[config.mk]
export PLATFORM = sky130hd
export DESIGN_NAME = pc_gen
export DESIGN_NICKNAME = d
export VERILOG_FILES = /design/src/rtl/pc_gen_pkg.sv /design/src/rtl/pc_gen.sv
export SDC_FILE = /design/constraint.sdc
export NUM_CORES = 1
export LEC_CHECK = 0
export BUFFER_PORTS_ARGS = -buffer_cell sky130_fd_sc_hd__buf_2
export CAP_MARGIN = 25
export CORE_MARGIN = 3
export CORE_UTILIZATION = 47
export CTS_BUF_LIST = sky130_fd_sc_hd__clkbuf_4 sky130_fd_sc_hd__clkbuf_8
export CTS_CLUSTER_SIZE = 8
export DETAILED_ROUTE_END_ITERATION = 7
export HOLD_SLACK_MARGIN = 0.03
export PLACE_DENSITY = 0.7
export REMOVE_ABC_BUFFERS = 1
export SYNTH_ARGS = -nofsm -noshare
export SYNTH_HDL_FRONTEND = slang
export SYNTH_SLANG_ARGS = --single-unit
[constraint.sdc]
create_clock -name clk -period 2.2 [get_ports clk]
set_input_delay 0.11 -clock clk [delete_from_list [all_inputs] [get_ports clk]]
set_output_delay 0.11 -clock clk [all_outputs]
set_load 0.02 [all_outputs]
[src/rtl/pc_gen_pkg.sv]
// Shared constants for the fetch PC generator:
// reset/enable levels, vectors and FSM encodings.
package pc_gen_pkg;

  localparam logic RstEnable   = 1'b0;
  localparam logic ChipEnable  = 1'b1;
  localparam logic ChipDisable = 1'b0;

  localparam logic [31:0] DEF_RESET_VECTOR = 32'hBFC00000;
  localparam int          INST_BYTES       = 4;

  typedef enum logic [1:0] {
    S_RESET = 2'b00,
    S_RUN   = 2'b01,
    S_HOLD  = 2'b10
  } pc_state_e;

endpackage

[src/rtl/pc_gen.sv]
// Fetch PC generator: sequential advance, branch
// redirects held until fetch accepts, flush override.
module pc_gen
  import pc_gen_pkg::*;
#(
  parameter int              ADDR_W       = 32,
  parameter logic [ADDR_W-1:0] RESET_VECTOR =
    ADDR_W'(DEF_RESET_VECTOR),
  parameter int              FETCH_WIDTH  = 1,
  parameter int              ALIGN_CHECK  = 1
) (
  input  logic              clk,
  input  logic              rst,
  input  logic              stall,
  input  logic              pc_read_ready,
  input  logic              branch_flag_i,
  input  logic [ADDR_W-1:0] branch_target_address_i,
  input  logic              flush,
  input  logic [ADDR_W-1:0] new_pc,
  output logic [ADDR_W-1:0] pc,
  output logic              ce,
  output logic              redirect_pending_o,
  output logic              misalign_o
);

  localparam int STEP = INST_BYTES * FETCH_WIDTH;
  localparam logic [ADDR_W-1:0] STEP_V = ADDR_W'(STEP);
  localparam logic [ADDR_W-1:0] MASK = ~(STEP_V - 1'b1);

  pc_state_e         state_q, state_n;
  logic [ADDR_W-1:0] pc_q, pc_n;
  logic [ADDR_W-1:0] hold_q, hold_n;
  logic              ce_q, ce_n;
  logic              mis_q, mis_n;

  logic              go;
  logic              tgt_bad;
  logic [ADDR_W-1:0] tgt;
  logic [ADDR_W-1:0] npc;

  assign go = pc_read_ready & ~stall;

  assign tgt_bad = (ALIGN_CHECK != 0) &&
                   (branch_target_address_i[1:0] != 2'b00);

  assign tgt = (ALIGN_CHECK != 0) ? branch_target_address_i :
               {branch_target_address_i[ADDR_W-1:2], 2'b00};

  assign npc = (ALIGN_CHECK != 0) ? new_pc :
               {new_pc[ADDR_W-1:2], 2'b00};

  // next-state and next-pc selection by redirect priority
  always_comb begin
    state_n = state_q;
    pc_n    = pc_q;
    hold_n  = hold_q;
    ce_n    = ce_q;
    mis_n   = 1'b0;
    unique case (state_q)
      S_RESET: begin
        state_n = S_RUN;
        ce_n    = ChipEnable;
      end
      S_RUN, S_HOLD: begin
        if (flush) begin
          pc_n    = npc;
          hold_n  = '0;
          state_n = S_RUN;
        end else if (branch_flag_i) begin
          if (tgt_bad) begin
            mis_n = 1'b1;
          end else if (go) begin
            pc_n    = tgt;
            hold_n  = '0;
            state_n = S_RUN;
          end else begin
            hold_n  = tgt;
            state_n = S_HOLD;
          end
        end else if (state_q == S_HOLD) begin
          if (go) begin
            pc_n    = hold_q;
            hold_n  = '0;
            state_n = S_RUN;
          end
        end else if (go) begin
          pc_n = (pc_q & MASK) + STEP_V;
        end
      end
      default: begin
        state_n = S_RESET;
        ce_n    = ChipDisable;
      end
    endcase
  end

  // state registers with synchronous active-low reset
  always_ff @(posedge clk) begin
    if (rst == RstEnable) begin
      state_q <= S_RESET;
      pc_q    <= RESET_VECTOR;
      hold_q  <= '0;
      ce_q    <= ChipDisable;
      mis_q   <= 1'b0;
    end else begin
      state_q <= state_n;
      pc_q    <= pc_n;
      hold_q  <= hold_n;
      ce_q    <= ce_n;
      mis_q   <= mis_n;
    end
  end

  assign pc                 = pc_q;
  assign ce                 = ce_q;
  assign misalign_o         = mis_q;
  assign redirect_pending_o = (state_q == S_HOLD);

endmodule
==> results.yml <==
yosys:
  synthMuxAreaShare_pct: 2.127
  synth-simple-area-share_pct: 27.50
  synthArstFlopShare_pct: 0
  ys_ff_latch: 68
  postSynthAreaPerCell_sq_um: 7.457
  synth_compound_area_share_pct: 28.89
  synth_top_family_by_area: "compound AO/OA/AOI/OAI gates"
  synth-seq-area-share_pct: 32.14
  synth-main-ff-cell: "dfxtp_1"
  synth_cell_type_count: 67
  syn_inst: 568
  yosysWarnings: 0
  yosys.area_share.adder_pct: 1.477
  synth_edf_count: 0
  syn-cell-area_sq_um: 4235
  synth_xor_area_share_pct: 1.654
worst_setup_path:
  crit_type: "flip-flop to flip-flop"
  end_kind: "flip-flop"
  max_stage_delay_ns: 0.43
  cp.required_ns: 2.46
  critPathArrivalTime_ns: 2.28
  crit_chain: "ha_1 -> nand3_1 -> or2_1 -> nor4_1 -> a211oi_1 -> o21ai_0"
  worstSetupStartpointType: "flip-flop"
  cp_max_fo: 6
  cp_slowest_cell: "nor4_1"
floorplanning:
  die_w_microns: 100.9
  initial_core_util_pct: 48.57
  dieHeight_microns: 100.9
  dieArea_sq_um: 10190
  rows: 34
  io_pins: 105
  coreArea_sq_um: 8721
run_status:
  status: "finished, final reports clean"
finish:
  area_growth_pct: 27.24
  instances_no_fill: 802
  final_layout_size_suffix_gt1_share_pct: 25.50
  final_nets: 764
  layout_common_cells: "buf_2, nand2_1, dfxtp_1, a21oi_1, nand3_1"
  final_util_pct: 61.79
  design_area_sq_um: 5389
  diodes: 0
  mostFrequentLayoutCell: "buf_2"
  nFillCells: 802
timing:
  rsz0062_at_grt: "false"
  relSlewSlack_pct: 51.12
  finalCriticalPeriod_ns: 2.018
  tightest_slew_ns: 0.7317
  skew_ns: 0.008518
  finalSetupViolations: 0
  slew_viol_final: 0
  timing.fmax_mhz: 495.6
  final-hold-violation-count: 0
  fin_ws_ns: 0.1824
  post-route-period-util_pct: 91.71
detailed_routing:
  route.detailed.drc: 0
  avgViaCountPerCell: 6.132
  routedWlPerCell_microns: 17.97
  first_pass_iters: 5
  drt_iter0_markers: 331
  dr_total_vias: 4918
  drt.antenna.violating_nets: 0
  wirelength_mm: 14.41
power_and_ir_drop:
  total_power_mw: 3.581
  switchingPower_mw: 1.245
  power_leakage_nw: 2.156
  power.share.clock_pct: 32.4
  p_per_area_nw_per_um2: 664.4
  combPwrFrac_pct: 27.5
  p_int_mw: 2.336
  ir_worst_vdd_v: 0.0003374
  p_seq_share_pct: 40.1
  switching_share_pct: 34.77
global_routing:
  grt_pass1_wl_mm: 22.90
  antenna_found_initial: 0
  grt_max_degree: 42
  track_usage_pct: 28.05
  overflow: 0
  grt_pass1_vias: 4710
run:
  drv_cap: 0
clock_tree:
  htreeDepth: 3
  clock_tree.buffer_depth: 2
  cts_tree: "built"
  cts_root_buf: "clkbuf_8"
  cts_buffers: 9
  clkSinkCount: 68
  clk_latency_ns: 0.35
  path_clk_slew_ns: 0.08
placement:
  place_area_sq_um: 4977
  dp_cells: 769
  place_congestion: 0.9118
  dpl_worst_slack_ns: 0.1185
  dp_hpwl_mm: 10.24
  portBuffers: 104
worst_hold_path:
  hold_path_class: "primary input to flip-flop"
[critical path, delay by kind of cell, from the launching register on]
family	cells	cell delay (ns)
AND/OR/NAND/NOR	3	0.92
AO/OA/AOI/OAI	2	0.29
flip-flops	1	0.42
adder cells (fa/ha/maj)	1	0.29
[per-layer routing]
layer / share of wire, % / GRT usage [%] / up-vias
met4: 1.9 / 10.74 / 0
met1: 42 / 36.36 / 2280
met5: 0 / 0 / -
met2: 47 / 46.89 / 266
met3: 8.7 / 4.221 / 30
li1: - / - / 2342
[path summary, 6_finish.rpt]
check	slack, ns	depth (start not counted)	end	start
worst max register to register	0.18	6	pc[12]	pc[2]
worst min register to register	0.45	2	hold_q[9]	hold_q[9]
worst min-delay path	0.03	3	hold_q[21]	branch_target_address_i[21]
worst max-delay path	0.18	6	pc[12]	pc[2]
[synth_stat cells, types with 9 or more instances]
master	instances	area share [%]
nor3_1	9	1.1
a21oi_1	59	7.0
dfxtp_1	68	32
buf_2	18	2.1
nor2_1	31	2.7
a31oi_1	15	2.2
nand2b_1	9	1.3
mux2i_1	9	2.1
clkbuf_1	21	1.9
o21ai_0	39	4.6
o211ai_1	14	2.5
inv_1	13	1.2
nand2_1	77	6.8
a221oi_1	14	2.9
nand3_1	55	6.5
[repair_timing]
item / in CTS / in global routing
gates resized for setup: 0 / 3
hold endpoints to repair: 17 / 0
hold buffers: 17 / 0
setup endpoints to repair: 0 / 12
setup buffers: 0 / 0
[flip-flops by register name (all words and copies together), names as in the netlist]
signal      flops
ce              1
hold_q         32
misalign_o      1
pc             32
state_q         2
[final cells by class]
type	instances	area, sq um	area share (%)
clock buffers	9	123.9	2.299
flip-flops and latches	68	1361	25.26
repair buffers	157	973.4	18.06
well taps	108	135.1	2.508
inverters	16	60.06	1.114
clock inverters	7	91.34	1.695
multi-input cells	437	2644	49.06
[per-stage QoR]
step / hold slack, ns / setup TNS [ns]
2_1_floorplan: 0.1657 / -32.43
3_3_place_gp: 0.3764 / 0
3_5_place_dp: 0.3837 / 0
4_1_cts: 0.03056 / 0
5_1_grt: 0.04083 / 0
6_report: 0.03375 / 0
[kinds of logic (layout without fill, tap and decap cells)]
group / count (synthesis) / count (layout)
mux: 9 / 9
simple gates: 227 / 227
compound gates: 188 / 188
xor+xnor: 8 / 8
buf+inv: 63 / 189
flops: 68 / 68
fa+ha+maj: 5 / 5
[power groups by stage]
stage	clock network [mW]	logic [mW]	registers (mW)
after CTS	1.16	0.964	1.43
after global placement	0	0.915	1.46
after floorplan	0	0.435	1.53
after global routing	1.21	1.07	1.45
after detailed placement	0	0.936	1.46
final	1.16	0.984	1.44
Power figures use the tool's default switching activity.
